<file path="src/rtl/spi_master_ctrl.sv">
// SPI mode-0 master sequencer: MSB-first, WIDTH-bit transfers, SCLK = clk/(2*CLK_DIV).
// done/ready rise (2*WIDTH+2)*CLK_DIV cycles after the accepting edge; start is ignored while busy.
module spi_master_ctrl #(
  parameter int WIDTH   = 8,
  parameter int CLK_DIV = 2
) (
  input  logic             clk,
  input  logic             rst,
  input  logic             start,
  input  logic [WIDTH-1:0] tx_data,
  output logic             ready,
  output logic             done,
  output logic [WIDTH-1:0] rx_data,
  output logic             sclk,
  output logic             cs_n,
  output logic             mosi,
  output logic             mosi_oe,
  input  logic             miso
);

  localparam int DW = $clog2(CLK_DIV) + 1;
  localparam int BW = $clog2(WIDTH) + 1;
  localparam logic [DW-1:0] DIV_LAST = DW'(CLK_DIV - 1);
  localparam logic [BW-1:0] BIT_LAST = BW'(WIDTH - 1);

  localparam logic [1:0] IDLE  = 2'd0;
  localparam logic [1:0] SETUP = 2'd1;
  localparam logic [1:0] SHIFT = 2'd2;
  localparam logic [1:0] HOLD  = 2'd3;

  logic [1:0]       state;
  logic [WIDTH-1:0] sr;
  logic [BW-1:0]    bit_cnt;
  logic [DW-1:0]    div_cnt;
  logic             tick;

  assign tick = (div_cnt == DIV_LAST);

  always_ff @(posedge clk or posedge rst) begin
    if (rst) begin
      state   <= IDLE;
      sr      <= '0;
      bit_cnt <= '0;
      div_cnt <= '0;
      ready   <= 1'b1;
      done    <= 1'b0;
      rx_data <= '0;
      sclk    <= 1'b0;
      cs_n    <= 1'b1;
      mosi    <= 1'b0;
      mosi_oe <= 1'b0;
    end else begin
      done <= 1'b0;
      case (state)
        IDLE: begin
          if (start) begin
            sr      <= tx_data;
            cs_n    <= 1'b0;
            mosi_oe <= 1'b1;
            mosi    <= tx_data[WIDTH-1];
            ready   <= 1'b0;
            div_cnt <= '0;
            state   <= SETUP;
          end
        end
        SETUP: begin
          if (tick) begin
            div_cnt <= '0;
            sclk    <= 1'b1;
            state   <= SHIFT;
          end else begin
            div_cnt <= div_cnt + 1'b1;
          end
        end
        SHIFT: begin
          if (tick) begin
            div_cnt <= '0;
            if (sclk) begin
              // MISO is taken at the end of the high phase, as SCLK falls
              sclk <= 1'b0;
              sr   <= {sr[WIDTH-2:0], miso};
              mosi <= sr[WIDTH-2];
              if (bit_cnt == BIT_LAST) begin
                bit_cnt <= '0;
                state   <= HOLD;
              end else begin
                bit_cnt <= bit_cnt + 1'b1;
              end
            end else begin
              sclk <= 1'b1;
            end
          end else begin
            div_cnt <= div_cnt + 1'b1;
          end
        end
        HOLD: begin
          // Hold spans a full SCLK period (two divider ticks) with SCLK low
          if (tick) begin
            div_cnt <= '0;
            if (bit_cnt != '0) begin
              bit_cnt <= '0;
              cs_n    <= 1'b1;
              mosi_oe <= 1'b0;
              mosi    <= 1'b0;
              rx_data <= sr;
              done    <= 1'b1;
              ready   <= 1'b1;
              state   <= IDLE;
            end else begin
              bit_cnt <= BW'(1);
            end
          end else begin
            div_cnt <= div_cnt + 1'b1;
          end
        end
        default: state <= IDLE;
      endcase
    end
  end

endmodule

</file>
<file path="config.mk">
export PLATFORM = sky130hd
export DESIGN_NAME = spi_master_ctrl
export DESIGN_NICKNAME = d
export VERILOG_FILES = /design/src/rtl/spi_master_ctrl.sv
export SDC_FILE = /design/constraint.sdc
export NUM_CORES = 1
export LEC_CHECK = 0
export ABC_AREA = 1
export CAP_MARGIN = 30
export CORE_ASPECT_RATIO = 1.1
export CORE_UTILIZATION = 47
export CTS_BUF_LIST = sky130_fd_sc_hd__clkbuf_8 sky130_fd_sc_hd__clkbuf_16
export CTS_CLUSTER_SIZE = 10
export DETAILED_ROUTE_END_ITERATION = 10
export GPL_TIMING_DRIVEN = 0
export PLACE_DENSITY = 0.82
export SLEW_MARGIN = 25
export SYNTH_ARGS = -nofsm -noshare
export SYNTH_HDL_FRONTEND = slang
export SYNTH_SLANG_ARGS = --single-unit
</file>
<file path="constraint.sdc">
create_clock -name clk -period 1.4 [get_ports clk]
set_input_delay 0.14 -clock clk [delete_from_list [all_inputs] [get_ports clk]]
set_output_delay 0.14 -clock clk [all_outputs]
set_load 0.03 [all_outputs]
</file>
==> results of run 1 <==
## power by group through the flow
stage          Sequential, mW  Clock [mW]  Combinational, mW
2_1_floorplan            1.68           0               1.48
3_3_place_gp             1.42           0               2.36
3_5_place_dp             1.43           0               2.43
4_1_cts                  1.44       0.918               2.84
5_1_grt                  1.49       0.967               3.51
6_report                 1.45       0.915               3.19
## through the flow
step | utilization | instance area (µm²) | instances | TNS, ps | setup slack, ps
after global routing | 0.7139 | 2195 | 269 | -2385 | -160.2
after global placement | 0.5971 | 1836 | 249 | -3861 | -143.1
final | 0.7139 | 2195 | 269 | -944.8 | -103.2
after CTS | 0.6874 | 2113 | 266 | -731.7 | -92.27
after floorplan | - | 1543 | 190 | 0 | 18.25
after detailed placement | 0.5971 | 1836 | 249 | -3247 | -174.9
## worst max-delay path, stage by stage, from the launching register on
cell and delay (ps):
dfrtp_2 440, inv_4 100, ha_4 190, nand2_4 80, inv_4 70, nand2_4 50
a21oi_4 230, buf_6 170, nand2_2 50, o21ai_2 60
## per-layer routing
layer / wire, µm / track usage / vias up
li1: - / - / 680
met1: 1610 / 0.2753 / 677
met2: 1970 / 0.4099 / 31
met3: 99 / 0.05590 / 6
met4: 61 / 0.09408 / 0
met5: 0 / 0 / -
## flip-flops by register name, indices dropped and copies added (netlist names)
name,flops
state,2
mosi_oe,1
cs_n,1
done,1
mosi,1
bit_cnt,4
sclk,1
div_cnt,2
rx_data,8
sr,8
## kinds of logic (layout without fill, tap and decap cells)
| kind of cell | after synthesis | count (layout) |
|---|---|---|
| DFF | 29 | 29 |
| and+or+nand+nor | 86 | 86 |
| adders and majority gates | 8 | 8 |
| AOI/OAI and AO/OA | 35 | 35 |
| buffers and inverters | 32 | 77 |
## synth_stat cells (2+ instances only)
master and n:
a21oi_1 7, buf_2 2, dfrtp_1 28, ha_1 8, inv_1 24, inv_2 3
nand2_1 61, nand2_2 2, nand3_1 7, nor2_1 11, o21ai_0 23, o21ai_2 3
## path summary, 6_finish.rpt
| kind | end | slack (ps) | depth (start not counted) |
|---|---|---|---|
| worst max-delay path | sr[3]$_DFFE_PP0P_ | -100 | 9 |
| worst min-delay path | sr[6]$_DFFE_PP0P_ | 240 | 2 |
| worst max register to register | sr[3]$_DFFE_PP0P_ | -100 | 9 |
| worst min register to register | cs_n$_DFFE_PP1P_ | 470 | 2 |
| max in group asynchronous | state[1]$_DFFE_PP0P_ | 700 | 2 |
| min in group clk | cs_n$_DFFE_PP1P_ | 470 | 2 |
## area by class of cell
class,instances,area (µm²),area share
Clock inverter,2,37.54,0.01710
Sequential cell,29,729.5,0.3324
Buffer,3,23.77,0.01083
Clock buffer,6,82.58,0.03763
Tap cell,34,42.54,0.01938
Multi-Input combinational cell,129,807.0,0.3677
Inverter,28,122.6,0.05587
Timing Repair Buffer,38,349.1,0.1591
## what timing repair did
action | CTS | global route
gates resized for setup | 48 | 27
gates cloned | 1 | 0
pin swaps | 7 | 7
setup endpoints to repair | 39 | 23
setup buffers | 9 | 3
==> out/metrics.json, run 1 <==
{
  "yosys": {
    "synth_compound_gate_area_share": 0.1296,
    "synthXorXnorAreaFrac": 0,
    "post_synth_num_cell_types": 23,
    "synth.net_count": 210,
    "synthDominantAreaCellType": "dfrtp_1",
    "syn_area_per_cell_um2": 8.027,
    "synth_cells": 190,
    "ys_seq_area_frac": 0.4766,
    "warnings_from_yosys": 0,
    "synth_enable_flop_cells": 0,
    "multiplexer_fraction_of_the_synthesized_cell_area": 0,
    "async_reset_ff_frac": 1.000,
    "ys_seq_elements": 29,
    "syn-cell-area_um2": 1525,
    "netlist_top_cells_area": "dfrtp_1 46%, nand2_1 15%, o21ai_0 7.5%",
    "synth-main-ff-cell": "dfrtp_1",
    "area_share_of_and_or_nand_nor_cells_after_synthesis": 0.2404,
    "synth_top_area_share": 0.4594,
    "yosys.area_share.adder": 0.06563,
    "dominant_combinational_cell_family_by_area_after_synthesis": "simple AND/OR/NAND/NOR gates"
  },
  "sta": {
    "max_freq_mhz": 665.3,
    "final-max-slew-violation-count": 0,
    "slew_headroom": 0.5850,
    "fin_worst_hold_slack_ps": 243.0,
    "least_setup_slack_across_all_paths_after_layout_ps": -103.2,
    "fin_crit_sh": 1.074,
    "rsz0062_at_grt": "true",
    "worst_clock_skew_ps": 12.33,
    "slew_of_the_pin_with_the_lowest_slew_margin_ps": 621.7,
    "final-hold-violation-count": 0,
    "fin_crit_ps": 1503,
    "setup_violators_final": 15
  },
  "final_layout": {
    "antennaDiodeCount": 0,
    "layout_commonest_cell": "nand2_1",
    "drive_gt1_frac": 0.3021,
    "layout.nets": 254,
    "area_growth_syn_to_layout_pct": 43.89,
    "fill_cells": 204,
    "final_cell_mix": "50 x nand2_1, 26 x dfrtp_1, 19 x inv_1"
  },
  "placed_design": {
    "routabilityCongestion": 0.7772,
    "numPortBuffers": 25,
    "hpwl_after_dpl_mm": 2.295
  },
  "global_routing": {
    "grt_first_pass_wirelength_mm": 5.892,
    "grt_use_total": 0.2301,
    "grt_pass1_vias": 1284,
    "grt_antenna_before_repair": 0,
    "grt_start_max_net_pins": 30,
    "overflow": 0
  },
  "clock_tree": {
    "numCtsBuffers": 5,
    "clk_root_buffer_cell": "clkbuf_8",
    "cts_tree": "yes",
    "htreeDepth": 2,
    "clk_latency_ps": 290,
    "cts.clk_slew.worst_paths_ps": 70,
    "cts_sinks": 29,
    "clock_path_buffers": 2,
    "ctsHoldBuffers": 0
  },
  "die": {
    "floorplan.rows": 21,
    "ios": 26,
    "floorplan.die.height_um": 61.75,
    "core_um2": 3074,
    "starting_density": 0.4961,
    "die_area_um2": 3477,
    "die_w_um": 56.32
  },
  "critical_path": {
    "worst_setup_path_end_kind": "flop",
    "startpoint": "state[0]$_DFFE_PP0P_",
    "path_class": "flop to flop",
    "crit_fanout": 5,
    "critical_path.reg2reg.startpoint": "state[0]$_DFFE_PP0P_",
    "worstPathRequired_ps": 1630,
    "critical_path.startpoint_type": "flop",
    "worst-endpoint-arrival_ps": 1730
  },
  "drt": {
    "drt_pre_antenna_iters": 4,
    "initialDrtViolationCount": 53,
    "finalWirelength_mm": 3.741,
    "post_drt_via_cell_ratio": 5.182,
    "via_count": 1394,
    "route.antenna.remaining_nets": 0,
    "detail_route.drc_violations": 0,
    "post_drt_wl_per_cell_um": 13.91
  },
  "pwr": {
    "static_leak_nw": 1.115,
    "p_switching_mw": 2.510,
    "pwr_density_cell_nw_per_um2": 2534,
    "sw_frac_of_total": 0.4514,
    "internal_power_summed_over_all_cells_mw": 3.051,
    "clock_power_share": 0.164,
    "share_seq_of_total_power": 0.261,
    "total_power_mw": 5.561,
    "combinationalPowerShare": 0.574,
    "worst_ir_drop_vdd_uv": 1601
  },
  "flow_run": {
    "max_cap_violations": 0
  },
  "hold_path": {
    "hold_path_class": "input pin to asynchronous set/reset pin"
  },
  "status": {
    "status": "finished with violations",
    "failed_checks": "negative setup slack"
  }
}
Power figures use the tool's default switching activity.
==> run 2, diff against run 1 <==
--- a/config.mk
+++ b/config.mk
@@ -12,6 +12,7 @@
 export CTS_BUF_LIST = sky130_fd_sc_hd__clkbuf_8 sky130_fd_sc_hd__clkbuf_16
 export CTS_CLUSTER_SIZE = 10
 export DETAILED_ROUTE_END_ITERATION = 10
+export GPL_ROUTABILITY_DRIVEN = 1
 export GPL_TIMING_DRIVEN = 0
 export PLACE_DENSITY = 0.82
 export SLEW_MARGIN = 25
==> results of run 2 <==
Same layout as run 1: the final DEF is identical, and so are final timing and power.
